File: config.mk
export PLATFORM = sky130hd
export DESIGN_NAME = uart_tx_arbiter_flat
export DESIGN_NICKNAME = d
export VERILOG_FILES = /design/src/rtl/uart_pkg.sv /design/src/rtl/uart_tx_arbiter_if.sv /design/src/rtl/uart_tx_arbiter_rr_pick.sv /design/src/rtl/uart_tx_arbiter.sv /design/src/flat_wrapper.sv
export SDC_FILE = /design/constraint.sdc
export NUM_CORES = 1
export LEC_CHECK = 0
export ABC_AREA = 1
export CORE_MARGIN = 2
export CORE_UTILIZATION = 48
export DETAILED_ROUTE_END_ITERATION = 10
export GPL_TIMING_DRIVEN = 0
export PLACE_DENSITY = 0.77
export SLEW_MARGIN = 40
export SYNTH_ARGS = -nofsm -noshare
export SYNTH_HDL_FRONTEND = slang
export SYNTH_SLANG_ARGS = --single-unit
File: constraint.sdc
create_clock -name clk -period 5.4 [get_ports clk]
set_clock_uncertainty 0.15 [all_clocks]
set_input_delay 1.35 -clock clk [delete_from_list [all_inputs] [get_ports clk]]
set_output_delay 1.35 -clock clk [all_outputs]
set_load 0.05 [all_outputs]
File: src/rtl/uart_pkg.sv
// Shared UART subsystem types and constants.
// Used by the TX arbiter, uart_tx and uart_rx.
package uart_pkg;

    localparam int UART_DATA_BITS = 8;

    typedef enum logic [1:0] {
        ARB_IDLE,
        ARB_START,
        ARB_WAIT_BUSY,
        ARB_WAIT_DONE
    } arb_state_t;

endpackage

File: src/rtl/uart_tx_arbiter_if.sv
// Producer and transmitter side signals of the TX arbiter.
// slave is the arbiter view; master is the environment view.
interface uart_tx_arbiter_if import uart_pkg::*; #(
    parameter int NUM_REQ   = 4,
    parameter int DATA_BITS = UART_DATA_BITS
);
    localparam int GW = $clog2(NUM_REQ);

    logic [NUM_REQ-1:0]           req_valid;
    logic [NUM_REQ*DATA_BITS-1:0] req_data;
    logic [NUM_REQ-1:0]           req_ready;
    logic [NUM_REQ-1:0]           req_done;
    logic                         tx_start;
    logic [DATA_BITS-1:0]         tx_data;
    logic                         tx_busy;
    logic                         tx_done;
    logic [GW-1:0]                grant_id;
    logic                         active;
    logic                         timeout_err;

    modport slave (
        input  req_valid, req_data, tx_busy, tx_done,
        output req_ready, req_done, tx_start, tx_data,
        output grant_id, active, timeout_err
    );

    modport master (
        output req_valid, req_data, tx_busy, tx_done,
        input  req_ready, req_done, tx_start, tx_data,
        input  grant_id, active, timeout_err
    );

endinterface

File: src/rtl/uart_tx_arbiter_rr_pick.sv
// Combinational round-robin picker: first set bit of req
// searching upward from ptr, wrapping at N.
module rr_pick #(
    parameter int N  = 4,
    parameter int GW = $clog2(N)
) (
    input  logic [N-1:0]  req_i,
    input  logic [GW-1:0] ptr_i,
    output logic [N-1:0]  gnt_o,
    output logic [GW-1:0] idx_o,
    output logic          any_o
);
    logic [GW-1:0] cand;

    always_comb begin
        gnt_o = '0;
        idx_o = '0;
        any_o = 1'b0;
        cand  = '0;
        for (int i = 0; i < N; i++) begin
            cand = GW'((int'(ptr_i) + i) % N);
            if (!any_o && req_i[cand]) begin
                any_o       = 1'b1;
                gnt_o[cand] = 1'b1;
                idx_o       = cand;
            end
        end
    end

endmodule

File: src/rtl/uart_tx_arbiter.sv
// Round-robin scheduler sharing one uart_tx among NUM_REQ byte
// producers, with per-frame completion pulses and a TX watchdog.
module uart_tx_arbiter import uart_pkg::*; #(
    parameter int NUM_REQ   = 4,
    parameter int DATA_BITS = UART_DATA_BITS,
    parameter int TIMEOUT   = 1_000_000
) (
    input logic              clk,
    input logic              rst,
    uart_tx_arbiter_if.slave bus
);
    localparam int GW = $clog2(NUM_REQ);
    localparam int CW = $clog2(TIMEOUT + 1);

    arb_state_t           state_q, state_d;
    logic [GW-1:0]        ptr_q, ptr_d;
    logic [GW-1:0]        gid_q, gid_d;
    logic [DATA_BITS-1:0] data_q, data_d;
    logic [CW-1:0]        wd_q, wd_d;
    logic [NUM_REQ-1:0]   done_q, done_d;
    logic                 terr_q, terr_d;

    logic [NUM_REQ-1:0]   pick_oh;
    logic [GW-1:0]        pick_idx;
    logic                 pick_any;
    logic [GW-1:0]        nxt_ptr;
    logic                 expired;

    rr_pick #(.N(NUM_REQ), .GW(GW)) u_pick (
        .req_i (bus.req_valid),
        .ptr_i (ptr_q),
        .gnt_o (pick_oh),
        .idx_o (pick_idx),
        .any_o (pick_any)
    );

    assign nxt_ptr = (gid_q == GW'(NUM_REQ - 1)) ? '0 : gid_q + GW'(1);
    assign expired = (wd_q >= CW'(TIMEOUT));

    always_comb begin
        state_d = state_q;
        ptr_d   = ptr_q;
        gid_d   = gid_q;
        data_d  = data_q;
        wd_d    = wd_q;
        done_d  = '0;
        terr_d  = 1'b0;
        unique case (state_q)
            ARB_IDLE: begin
                if (pick_any) begin
                    data_d  = bus.req_data[pick_idx*DATA_BITS +: DATA_BITS];
                    gid_d   = pick_idx;
                    state_d = ARB_START;
                end
            end
            ARB_START: begin
                wd_d    = '0;
                state_d = ARB_WAIT_BUSY;
            end
            ARB_WAIT_BUSY, ARB_WAIT_DONE: begin
                wd_d = expired ? wd_q : wd_q + CW'(1);
                // Completion takes priority over a coincident expiry.
                if (bus.tx_done) begin
                    done_d[gid_q] = 1'b1;
                    ptr_d         = nxt_ptr;
                    state_d       = ARB_IDLE;
                end else if (expired) begin
                    terr_d  = 1'b1;
                    ptr_d   = nxt_ptr;
                    state_d = ARB_IDLE;
                end else if (state_q == ARB_WAIT_BUSY && bus.tx_busy) begin
                    state_d = ARB_WAIT_DONE;
                end
            end
        endcase
    end

    always_ff @(posedge clk) begin
        if (rst) begin
            state_q <= ARB_IDLE;
            ptr_q   <= '0;
            gid_q   <= '0;
            data_q  <= '0;
            wd_q    <= '0;
            done_q  <= '0;
            terr_q  <= 1'b0;
        end else begin
            state_q <= state_d;
            ptr_q   <= ptr_d;
            gid_q   <= gid_d;
            data_q  <= data_d;
            wd_q    <= wd_d;
            done_q  <= done_d;
            terr_q  <= terr_d;
        end
    end

    assign bus.req_ready   = (state_q == ARB_IDLE) ? pick_oh : '0;
    assign bus.req_done    = done_q;
    assign bus.tx_start    = (state_q == ARB_START);
    assign bus.tx_data     = data_q;
    assign bus.grant_id    = gid_q;
    assign bus.active      = (state_q != ARB_IDLE);
    assign bus.timeout_err = terr_q;

endmodule

File: src/flat_wrapper.sv
// flat-port wrapper written by rule: the top's interface ports become plain ports
module uart_tx_arbiter_flat import uart_pkg::*;
#(
    parameter int NUM_REQ   = 4,
    parameter int DATA_BITS = UART_DATA_BITS,
    parameter int TIMEOUT   = 1_000_000
)
  (clk, rst, bus_req_valid, bus_req_data, bus_tx_busy, bus_tx_done, bus_req_ready, bus_req_done, bus_tx_start, bus_tx_data, bus_grant_id, bus_active, bus_timeout_err);
  uart_tx_arbiter_if #(.NUM_REQ(NUM_REQ), .DATA_BITS(DATA_BITS)) bus_i ();
  input logic clk;
  input logic rst;
  input wire logic [$bits(bus_i.req_valid)-1:0] bus_req_valid;
  input wire logic [$bits(bus_i.req_data)-1:0] bus_req_data;
  input wire logic [$bits(bus_i.tx_busy)-1:0] bus_tx_busy;
  input wire logic [$bits(bus_i.tx_done)-1:0] bus_tx_done;
  output wire logic [$bits(bus_i.req_ready)-1:0] bus_req_ready;
  output wire logic [$bits(bus_i.req_done)-1:0] bus_req_done;
  output wire logic [$bits(bus_i.tx_start)-1:0] bus_tx_start;
  output wire logic [$bits(bus_i.tx_data)-1:0] bus_tx_data;
  output wire logic [$bits(bus_i.grant_id)-1:0] bus_grant_id;
  output wire logic [$bits(bus_i.active)-1:0] bus_active;
  output wire logic [$bits(bus_i.timeout_err)-1:0] bus_timeout_err;
  assign bus_i.req_valid = bus_req_valid;
  assign bus_i.req_data = bus_req_data;
  assign bus_i.tx_busy = bus_tx_busy;
  assign bus_i.tx_done = bus_tx_done;
  assign bus_req_ready = bus_i.req_ready;
  assign bus_req_done = bus_i.req_done;
  assign bus_tx_start = bus_i.tx_start;
  assign bus_tx_data = bus_i.tx_data;
  assign bus_grant_id = bus_i.grant_id;
  assign bus_active = bus_i.active;
  assign bus_timeout_err = bus_i.timeout_err;
  uart_tx_arbiter #(.NUM_REQ(NUM_REQ), .DATA_BITS(DATA_BITS), .TIMEOUT(TIMEOUT)) u_core (.clk(clk), .rst(rst), .bus(bus_i));
endmodule
==> results.yml <==
setup_path:
  crit_top_cell: "inv_1"
  cp-end-kind: "output pin"
  reg2reg_from: "u_core.ptr_q[1]"
  reg2reg_depth: 14
  cp_data_arrival_time_ns: 3.70
  path_max_fanout: 6
  max_stage_delay_ns: 0.79
  crit_type: "in -> out"
  cp_top_family: "buffers and inverters"
  crit_required_ns: 3.90
  path_buf_inv: 5
  cpMaxStageDelayCell: "clkdlybuf4s50_1"
  r2r-end: "u_core.bus.tx_data[2]"
  start_kind: "input port"
  worstSetupStartpoint: "bus_req_valid[3]"
  crit_chain: "clkdlybuf4s50_1 -> inv_1 -> nand2_1 -> nand3_2 -> nand2_4 -> nor2_1 -> inv_1 -> o22ai_1 -> a31oi_1 -> o21ai_0 -> nand2_1 -> inv_1 -> clkdlybuf4s50_1"
  r2r_slack_ns: 2.68
die:
  core_um2: 5540
  start_util_pct: 49.7
  die_w_um: 79.7
  rows: 27
  dieArea_um2: 6360
  die_y_um: 79.7
  io-pin-count: 61
worst_hold_path:
  min_path_cells: 2
  hp-class: "reg -> reg"
  min_to: "u_core.state_q[0]"
  holdCritStartpoint: "u_core.state_q[0]"
placed_design:
  hpwlAfterDp_um: 5510
  gp_congestion: 0.869
  dp.cells: 564
  portBuffers: 60
global_routing:
  grt_pass1_vias: 2714
  grt_first_pass_wirelength_um: 12200
  antenna_found_initial: 0
  overflow: 0
  grt_usage_pct: 24.0
  grt_max_degree: 14
cts:
  cts_htree_levels: 2
  clockBufferDepth: 2
  root_buffer: "clkbuf_8"
  clk_latency_ns: 0.30
  cts_buffers: 5
  post_cts_resized: 0
  clkTransAtPathRegs_ns: 0.07
  hold_buffers: 0
  cts_tree: "done"
  clock-sinks: 39
  post_cts_buffers: 0
sta:
  slew_headroom_pct: 51.1
  tightest_slew_ns: 0.731
  min_period_over_period_pct: 96.4
  finalSetupViolCount: 0
  slew_violations: 0
  hold_viol_final: 0
  fmax_mhz: 192
  setup-tns-final_ns: 0
  rsz0062_at_grt: "no"
  fin_crit_ns: 5.20
logic_synthesis:
  synthCells: 432
  ys_types: 37
  avgSynthCellArea_um2: 6.37
  synth_warnings: 0
  syn_area_um2: 2750
  seq_area_frac_synth_pct: 28.4
  synthesis.nets: 486
  synth_seq_cells: 39
finish:
  post-route-util_pct: 64.3
  nFillCells: 499
  fin_nets: 553
  layout_commonest_cell: "nand2_1"
  drive_gt1_share_pct: 8.40
  final_cell_mix: "nand2_1, inv_1, clkdlybuf4s50_1, nor2_1"
  antenna_cells: 0
  fin_cells: 572
  area_delta_synth_final_pct: 29.4
routing:
  drt-initial-drc-count: 152
  vias: 2927
  routed_wl_um: 7250
  wl_per_cell_um: 12.7
  vias_per_cell: 5.12
  drc: 0
  dr.pass1.iters: 4
  ant_nets: 0
status:
  status: "completed"
power:
  p_per_area_nw_per_um2: 286
  ir_drop_mv: 0.152
  p_leak_uw: 0.00162
job:
  maxCapViolations: 0
## power by group
part	internal [µW]	switching, µW
logic	150	288
clock network	150	103
registers	310	19.3
## area by class of cell
type,instances,area [µm²],area share [%]
tap,72,90.1,2.53
timing repair buffer,60,601,16.9
clock buffer,6,82.6,2.32
buffer,9,56.3,1.58
multi-input combinational,303,1610,45.1
sequential,39,781,21.9
inverter,81,309,8.68
clock inverter,2,35.0,0.983
## flip-flops by register name (all words and copies together), names as in the netlist
register	cells
u_core.bus.req_done	4
u_core.bus.tx_data	8
u_core.ptr_q	2
u_core.state_q	2
u_core.bus.timeout_err	1
u_core.wd_q	20
u_core.bus.grant_id	2
## Yosys cell counts
cell type | count | share of area [%]
dfxtp_1 | 39 | 28
buf_2 | 6 | 1.1
buf_6 | 2 | 0.82
o22ai_1 | 2 | 0.45
clkbuf_1 | 1 | 0.14
inv_2 | 3 | 0.41
nor2_1 | 46 | 6.3
a21oi_1 | 22 | 4.0
nand2_2 | 8 | 1.8
inv_1 | 77 | 10
nand2_4 | 2 | 0.82
nand3_1 | 39 | 7.1
o21a_1 | 2 | 0.55
nor3b_2 | 1 | 0.45
o221ai_1 | 1 | 0.32
o21bai_1 | 1 | 0.27
nor3_1 | 3 | 0.55
nor2_8 | 1 | 0.73
nor3b_1 | 1 | 0.27
a21oi_2 | 1 | 0.32
nand3_2 | 4 | 1.5
a211oi_1 | 1 | 0.27
a31oi_1 | 2 | 0.45
nand3b_1 | 1 | 0.27
xor2_1 | 1 | 0.32
nor2_2 | 2 | 0.45
o21ai_0 | 21 | 3.8
o21ai_1 | 1 | 0.18
o211ai_1 | 1 | 0.27
inv_6 | 1 | 0.32
ha_1 | 14 | 6.4
nand4_2 | 1 | 0.45
a21boi_0 | 1 | 0.27
a22oi_1 | 3 | 0.82
nand4_1 | 19 | 4.3
nand3_4 | 2 | 1.3
nand2_1 | 99 | 13
## routing by layer
| metal | up-vias | wire length [µm] | track usage, % |
|---|---|---|---|
| li1 | 1516 | - | - |
| met1 | 1290 | 3440 | 32.2 |
| met2 | 117 | 3180 | 39.6 |
| met3 | 4 | 587 | 5.32 |
| met4 | 0 | 38 | 4.92 |
| met5 | - | 0 | 0 |
## cells by family after synthesis
group,count (synthesis),synth area share [%]
AOI/OAI and AO/OA,59,12.0
adders and majority gates,14,6.36
buffers and inverters,90,13.3
and+or+nand+nor,229,39.7
DFF,39,28.4
xor gates and xnor gates,1,0.318
## worst min-delay path: stages, from the launching register on
cell and delay (ns):
dfxtp_1 0.31, inv_1 0.06, a21oi_1 0.07
## metrics by stage
| stage | instance area [µm²] | worst slack [ns] | hold slack [ns] | total power, µW |
|---|---|---|---|---|
| after detailed placement | 3440 | 0.224 | 0.319 | 771 |
| after CTS | 3560 | 0.214 | 0.329 | 1020 |
| after floorplan | 2750 | 1.45 | 0.298 | 632 |
| after global placement | 3440 | 0.268 | 0.311 | 765 |
| final | 3560 | 0.195 | 0.335 | 1020 |
| after global routing | 3560 | 0.0554 | 0.348 | 1080 |
## worst max-delay path by stage
stage | to | slack (ns) | cells after the start
2_1_floorplan | bus_req_ready[2] | 1.45 | 11
3_3_place_gp | bus_req_ready[2] | 0.27 | 13
3_5_place_dp | bus_req_ready[1] | 0.22 | 13
4_1_cts | bus_req_ready[1] | 0.21 | 13
5_1_grt | bus_req_ready[1] | 0.06 | 13
6_report | bus_req_ready[1] | 0.20 | 13
(Power assumes the default switching activity.)
